**config.mk**
```make
export PLATFORM = sky130hd
export DESIGN_NAME = hough_edge_feeder
export DESIGN_NICKNAME = d
export VERILOG_FILES = /design/src/rtl/hough_edge_feeder.sv
export SDC_FILE = /design/constraint.sdc
export NUM_CORES = 2
export LEC_CHECK = 0
export CAP_MARGIN = 20
export CORE_MARGIN = 2
export CORE_UTILIZATION = 55
export CTS_CLUSTER_SIZE = 12
export DETAILED_ROUTE_END_ITERATION = 8
export PLACE_DENSITY = 0.75
export RECOVER_POWER = 100
export SYNTH_ARGS = -nofsm -noshare
export SYNTH_HDL_FRONTEND = slang
export SYNTH_SLANG_ARGS = --single-unit
```
**constraint.sdc**
```tcl
create_clock -name clk -period 5.48 [get_ports clk]
set_clock_uncertainty 0.1 [all_clocks]
set_input_delay 0.548 -clock clk [delete_from_list [all_inputs] [get_ports clk]]
set_output_delay 0.548 -clock clk [all_outputs]
set_load 0.02 [all_outputs]
```
**src/rtl/hough_edge_feeder.sv**
```systemverilog
// Edge-pixel feeder for a Hough accumulator: thresholds Sobel magnitudes in raster order,
// suppresses the image border and buffers edge coordinates in a FIFO with a valid/ready output.
module hough_edge_feeder #(
    parameter int IMG_WIDTH      = 640,
    parameter int IMG_HEIGHT     = 480,
    parameter int MAG_BITS       = 8,
    parameter int EDGE_THRESHOLD = 64,
    parameter int FIFO_DEPTH     = 64,
    parameter int MAX_EDGES      = 4095
) (
    input  logic                clk,
    input  logic                rst_n,
    input  logic [MAG_BITS-1:0] mag_in,
    input  logic                mag_valid,
    input  logic                sof_in,
    input  logic                out_ready,
    output logic                pixel_in,
    output logic                pixel_valid,
    output logic [9:0]          pixel_x,
    output logic [9:0]          pixel_y,
    output logic                frame_start,
    output logic                frame_done,
    output logic [11:0]         edge_count,
    output logic [15:0]         drop_count
);
    localparam int                  AW       = $clog2(FIFO_DEPTH);
    localparam logic [9:0]          X_LAST   = 10'(IMG_WIDTH - 1);
    localparam logic [9:0]          Y_LAST   = 10'(IMG_HEIGHT - 1);
    localparam logic [MAG_BITS-1:0] THR      = MAG_BITS'(EDGE_THRESHOLD);
    localparam logic [11:0]         EDGE_MAX = 12'(MAX_EDGES);
    localparam logic [AW:0]         FULL_CNT = (AW + 1)'(FIFO_DEPTH);

    typedef enum logic [1:0] {IDLE, ACTIVE, DRAIN} state_t;

    state_t        state;
    logic [9:0]    x, y;
    logic [AW-1:0] wr_ptr, rd_ptr;
    logic [AW:0]   count;
    logic [19:0]   mem [FIFO_DEPTH];

    logic       sof, take, interior, qualify, pop, do_push, drop, last_px;
    logic [9:0] cur_x, cur_y;

    // cur_x/cur_y is the position of the pixel on mag_in this cycle; x/y hold the next one.
    always_comb begin
        sof      = mag_valid && sof_in;
        take     = sof || (mag_valid && state == ACTIVE);
        cur_x    = sof ? '0 : x;
        cur_y    = sof ? '0 : y;
        interior = (cur_x != '0) && (cur_x != X_LAST) && (cur_y != '0) && (cur_y != Y_LAST);
        qualify  = take && (mag_in >= THR) && interior;
        pop      = (count != '0) && out_ready;
        do_push  = qualify && (edge_count != EDGE_MAX) && ((count != FULL_CNT) || pop);
        drop     = qualify && !do_push;
        last_px  = take && (cur_x == X_LAST) && (cur_y == Y_LAST);
    end

    assign pixel_valid      = (count != '0);
    assign pixel_in         = pixel_valid;
    assign {pixel_x, pixel_y} = mem[rd_ptr];

    always_ff @(posedge clk or negedge rst_n) begin
        if (!rst_n) begin
            state       <= IDLE;
            x           <= '0;
            y           <= '0;
            wr_ptr      <= '0;
            rd_ptr      <= '0;
            count       <= '0;
            edge_count  <= '0;
            drop_count  <= '0;
            frame_start <= 1'b0;
            frame_done  <= 1'b0;
        end else begin
            if (take) begin
                if (cur_x == X_LAST) begin
                    x <= '0;
                    y <= (cur_y == Y_LAST) ? cur_y : cur_y + 1'b1;
                end else begin
                    x <= cur_x + 1'b1;
                    y <= cur_y;
                end
            end
            // Resync flushes the backlog silently; the sof pixel itself is never pushed.
            if (sof) begin
                state       <= ACTIVE;
                wr_ptr      <= '0;
                rd_ptr      <= '0;
                count       <= '0;
                edge_count  <= '0;
                drop_count  <= '0;
                frame_start <= 1'b1;
                frame_done  <= 1'b0;
            end else begin
                frame_start <= 1'b0;
                frame_done  <= 1'b0;
                if (do_push) wr_ptr <= wr_ptr + 1'b1;
                if (pop)     rd_ptr <= rd_ptr + 1'b1;
                case ({do_push, pop})
                    2'b10:   count <= count + 1'b1;
                    2'b01:   count <= count - 1'b1;
                    default: count <= count;
                endcase
                if (do_push) edge_count <= edge_count + 1'b1;
                if (drop && drop_count != 16'hFFFF) drop_count <= drop_count + 1'b1;
                case (state)
                    ACTIVE:  if (last_px) state <= DRAIN;
                    DRAIN:   if (count == '0) begin
                                 state      <= IDLE;
                                 frame_done <= 1'b1;
                             end
                    default: state <= state;
                endcase
            end
        end
    end

    // Storage is reset so the head registers read zero during and after reset.
    always_ff @(posedge clk or negedge rst_n) begin
        if (!rst_n) begin
            for (int i = 0; i < FIFO_DEPTH; i++) mem[i] <= '0;
        end else if (do_push) begin
            mem[wr_ptr] <= {cur_x, cur_y};
        end
    end
endmodule

```
* Yosys cells after proc, flatten, opt, wreduce, memory -nomap -nowiden
Cells that the tools add are included.
Storage, ports and cells: bits in registers 1351, bits of input ports 13, output and inout port bits 52, word-level logic and storage cells 158
Operators by class: $add $sub $neg 8, $lt $le $gt $ge 4, eq/ne operators 13, multiplexer cells 29, bitwise operators 2, reduce and logical (&&, ||, !) cells 28
Operators by type and width (count):
- bitwise mux 1280 bit | 1
- binary-select mux 20 bit (select 6 bit) | 1
- demux 20 bit (select 6 bit) | 1
- 2-to-1 mux 20 bit | 3
- 2-to-1 mux 10 bit | 5
- 2-to-1 mux 16 bit | 2
- 2-to-1 mux 12 bit | 2
- 2-to-1 mux 6 bit | 4
- adder 10 x 1 -> 10 bit, second input constant | 2
- nonzero test 10 bit | 2
- adder 16 x 1 -> 16 bit, second input constant | 1
- inequality test 16 bit, second input constant | 1
- logical AND 1 bit | 15
- greater-or-equal comparator 7 bit, second input constant | 2
- inverter 6 -> 7 bit | 2
- one-hot mux 7 bit (2 select lines) | 1
- adder 12 x 1 -> 12 bit, second input constant | 1
- adder 6 x 1 -> 6 bit, second input constant | 2
- inequality test 12 bit, second input constant | 1
- equality test 10 bit, second input constant | 1
- equality test 10 x 9 -> 1 bit, second input constant | 1
- inequality test 10 bit, second input constant | 1
- inequality test 10 x 9 -> 1 bit, second input constant | 1
- greater-or-equal comparator 8 x 7 -> 1 bit, second input constant | 1
- other kinds (18) | 30

* Longest topological paths before layout
depth after elaboration 14, gate-level depth with buffers 23, depth with buffers taken out 15

* Worst setup path before layout
OpenSTA, ideal clock, no wires.
kind input -> register, from in sof_in, to reg count[4], setup time 0.134 ns, arrival 4.679 ns, data required time 5.246 ns, path slack 0.567 ns, cell stages on the path 23, path buffers 8, path through clkbuf_1 -> nand2_1 -> clkbuf_1 -> clkbuf_1 -> nand2_1 -> clkbuf_1 -> inv_1 -> clkbuf_1 -> ha_1 -> nand4_1 -> or4_1 -> clkbuf_1 -> and4_1 -> buf_2 -> buf_2 -> a21oi_4 -> xor2_1 -> ha_1 -> and3_1 -> nand2_1 -> nor3_1 -> o21a_1 -> nor3_2
Between the ends: elaborated cells on any way between the ends 20, those cells by class eq/ne: 4; mux: 4; reduce/logical: 12
RTL lines:
- start: declaration | line 15 | input logic sof_in,
- logical AND 1 bit (*) | line 46 | sof = mag_valid && sof_in;
- 2-to-1 mux 10 bit (*) | line 49 | cur_y = sof ? '0 : y;
- named net cur_y[1] | line 42 | logic [9:0] cur_x, cur_y;
- nonzero test 10 bit | line 50 | interior = (cur_x != '0) && (cur_x != X_LAST) && (cur_y != '0) && (cur_y != Y_LAST);
- logical AND 1 bit | line 50
- logical AND 1 bit (*) | line 50
- logical AND 1 bit (*) | line 51 | qualify = take && (mag_in >= THR) && interior;
- logical AND 1 bit (*) (2 in a row) | line 53 | do_push = qualify && (edge_count != EDGE_MAX) && ((count != FULL_CNT) || pop);
- equality test 2 x 1 -> 1 bit or equality test 2 bit (tied branches) | line 99 | case ({do_push, pop})
- one-hot mux 7 bit (2 select lines) | line 99
- 2-to-1 mux 7 bit | line 85 | if (sof) begin
- end signal: assignment | line 100 | 2'b10: count <= count + 1'b1;
- end signal: assignment | line 101 | 2'b01: count <= count - 1'b1;
- end signal: assignment | line 102 | default: count <= count;
- end: declaration | line 38 | logic [AW:0] count;
The timed path passes the listed nets; every way through them passes the cells marked *. A chain may end at the register's enable or synchronous reset.

* Final worst setup path
from reg rd_ptr[1], to out pixel_y[3]
Between the ends: longest elaborated chain between the ends 4
RTL lines:
- start: declaration | line 37 | logic [AW-1:0] wr_ptr, rd_ptr;
- start signal: assignment | line 98 | if (pop) rd_ptr <= rd_ptr + 1'b1;
- inverter 6 -> 7 bit (implied by the code) | line 60 | assign {pixel_x, pixel_y} = mem[rd_ptr];
- binary-select mux 20 bit (select 6 bit) | line 60
- 2-to-1 mux 20 bit (implied by the code) (2 in a row) | line 60
- end: declaration | line 20 | output logic [9:0] pixel_y,
No other way between the ends. The select of a mux whose other input is x is not followed.

==> qor.yml <==
layout_setup_ws_ns: 0.0784
gr-usage-met3_pct: 7.16
cts_buffer_depth: 3
grt_busiest_layer: "met2"
place_congestion: 0.875
async_flop_share_pct: 100
holdWs_ns: 0.372
max_freq_mhz: 185
rsz0062_at_grt: "no"
maxSlewViolCount: 420
p_comb_share_pct: 2.8
drive_gt1_share_pct: 22.7
p_per_area_nw_per_um2: 294
met1_usage_pct: 39.3
ir_drop_uv: 245
rows: 121
arrival_ns: 4.75
clock_tree.root_cell: "clkbuf_16"
maxCapViolCount: 5
use_met2_pct: 44.7
cts_tree: "yes"
postSynthCellCount: 4959
p_switching_w: 0.00435
layout_common_cells: "dfrtp_1, nand2_1, o21ai_0"
numCtsBuffers: 138
ys_seq_area_share_pct: 55.8
final.min_clock_period_ns: 5.40
drc: 0
crit_type: "register to output pin"
fin_crit_sh_pct: 98.6
synth_edf_count: 0
p_seq_share_pct: 51.7
synth-main-ff-cell: "dfrtp_1"
synth.net_count: 4981
vias_per_cell: 6.33
start_util_pct: 55.5
wl_um: 158000
core_um2: 109000
hpwl_um: 92400
antenna_found_initial: 6
fin_setup_tns_ns: 0
port_buffers: 58
hold_path.class: "register to register"
vias: 39900
wl_per_cell_um: 25.0
pwr-share-clk_pct: 45.5
violations: "max-capacitance violations, max-slew violations"
grt_start_max_net_pins: 196
netlist_area_um2: 60500
area_delta_synth_final_pct: 8.82
crit_fanout: 20
finalNetCount: 4838
dieArea_um2: 113000
total_power_w: 0.0194
setup_violations: 0
grt.total_usage_pct: 28.9
post_cts_buffers: 0
ant_nets: 0
cellLeakagePower_nw: 28.7
run_status: "complete, but fails checks"
p_int_w: 0.0150
relSlewSlack_pct: -113
post-place-ws_ns: 0.645
die_w_um: 336
finalCoreUtilization_pct: 60.4
swShare_pct: 22.5
cts_sinks: 1351
grt_pass1_wl_um: 246000
ys_warn_count: 0
clkSlewWorstSetupHoldPaths_ns: 0.06
synth.distinct_cells: 63
critPathCaptureType: "output pin"
ys_seq_elements: 1351
worst_slew_pin_slew_ns: 3.20
final_common_cell: "dfrtp_1"
io_pins: 65
crit_path_start_kind: "register"
hold_viol: 0
overflow: 0
critPathRequiredTime_ns: 4.83
grt_pass1_vias: 40700
initialDrtViolationCount: 3768
first_pass_iters: 6
htreeDepth: 4
clock_latency_ns: 0.75
dieHeight_um: 336
postSynthAreaPerCell_um2: 12.2
-- synth_stat cells (6+ instances only) --
| cell | count | area share, % |
|---|---|---|
| a21oi_1 | 28 | 0.23 |
| a22oi_1 | 41 | 0.51 |
| and2_1 | 21 | 0.22 |
| and3_1 | 13 | 0.13 |
| buf_1 | 36 | 0.22 |
| buf_2 | 137 | 1.1 |
| buf_4 | 25 | 0.31 |
| buf_6 | 18 | 0.33 |
| clkbuf_1 | 269 | 1.7 |
| dfrtp_1 | 1351 | 56 |
| ha_1 | 9 | 0.19 |
| inv_1 | 10 | 0.062 |
| mux2_1 | 15 | 0.28 |
| mux2_2 | 367 | 6.8 |
| mux4_2 | 400 | 15 |
| nand2_1 | 979 | 6.1 |
| nand3_1 | 30 | 0.25 |
| nand4_1 | 65 | 0.67 |
| nor2_1 | 45 | 0.28 |
| nor3_1 | 20 | 0.17 |
| nor3_2 | 8 | 0.13 |
| nor3b_1 | 7 | 0.087 |
| nor4_1 | 10 | 0.10 |
| o21ai_0 | 919 | 7.6 |
| o31ai_1 | 13 | 0.16 |
| or2_2 | 6 | 0.062 |
| or3_1 | 7 | 0.072 |
| or4_1 | 17 | 0.21 |
| xnor2_1 | 14 | 0.20 |
| xor2_1 | 15 | 0.22 |
-- through the flow --
stage | area [µm²] | instances
CTS | 66200 | 6305
detailed placement | 62100 | 6089
global route | 65900 | 6305
floorplan | 60500 | 4959
finish | 65900 | 6306
global placement | 62100 | 6089
-- registers in the layout, indices dropped and copies added (netlist names) --
| name | flops |
|---|---|
| count | 7 |
| drop_count | 16 |
| edge_count | 12 |
| frame_done | 1 |
| frame_start | 1 |
| mem | 1280 |
| rd_ptr | 6 |
| state | 2 |
| wr_ptr | 6 |
| x | 10 |
| y | 10 |
-- layout make-up --
class | count | area (µm²)
Fill cell | 8262 | 43100
Clock inverter | 22 | 260
Sequential cell | 1351 | 33800
Multi-Input combinational cell | 3110 | 24500
Tap cell | 1414 | 1770
Clock buffer | 193 | 3870
Inverter | 13 | 48.8
Timing Repair Buffer | 202 | 1660
Antenna cell | 1 | 2.50
-- power groups by stage --
stage,clock (W),sequential [W],combinational [W]
final,0.00882,0.0100,0.000547
after CTS,0.00893,0.0100,0.000557
after global placement,0,0.0102,0.000547
after global routing,0.00936,0.0100,0.000605
after detailed placement,0,0.0102,0.000554
after floorplan,0,0.0102,0.000179
-- cell families after synthesis --
logic type | Yosys count | share of synthesized area [%]
and+or+nand+nor | 1255 | 8.83
buffers and inverters | 498 | 3.75
xor gates and xnor gates | 29 | 0.420
DFF | 1351 | 55.8
AOI/OAI and AO/OA | 1031 | 8.92
muxes | 786 | 22.1
adders and majority gates | 9 | 0.186
-- path summary, 6_finish.rpt --
path                                  startpoint                   endpoint  slack (ns)  depth (start not counted)
max reg2reg                     x[9]$_DFFE_PN0N_      mem[1175]$_DFFE_PN0P_        0.69                          8
min reg2reg                mem[1071]$_DFFE_PN0P_      mem[1071]$_DFFE_PN0P_        0.37                          2
min in group asynchronous                  rst_n  drop_count[2]$_DFFE_PN0P_        1.28                          2
min                        mem[1071]$_DFFE_PN0P_      mem[1071]$_DFFE_PN0P_        0.37                          2
max                        rd_ptr[1]$_DFFE_PN0P_                 pixel_y[3]        0.08                          6
max in group asynchronous                  rst_n       mem[692]$_DFFE_PN0P_        1.00                          3
-- worst max-delay path: stages (launching register included) --
cell             delay (ns)
dfrtp_2                0.77
buf_4                  0.38
mux4_2                 0.34
mux4_2                 0.54
a22oi_1                0.86
nand2_1                0.41
clkdlybuf4s50_1        0.65
-- timing repair --
item / 4_1_cts / 5_1_grt
hold buffers: 1 / 0
endpoints found under the hold margin: 94 / 0
endpoints found under the setup margin: 0 / 1
resized for setup: 0 / 1
-- metal layers --
metal,routed length [µm],share of wire (%)
met5,16,0.010
met4,7190,4.6
met3,14000,8.9
met2,73000,46
met1,63400,40
(Power assumes the default switching activity.)
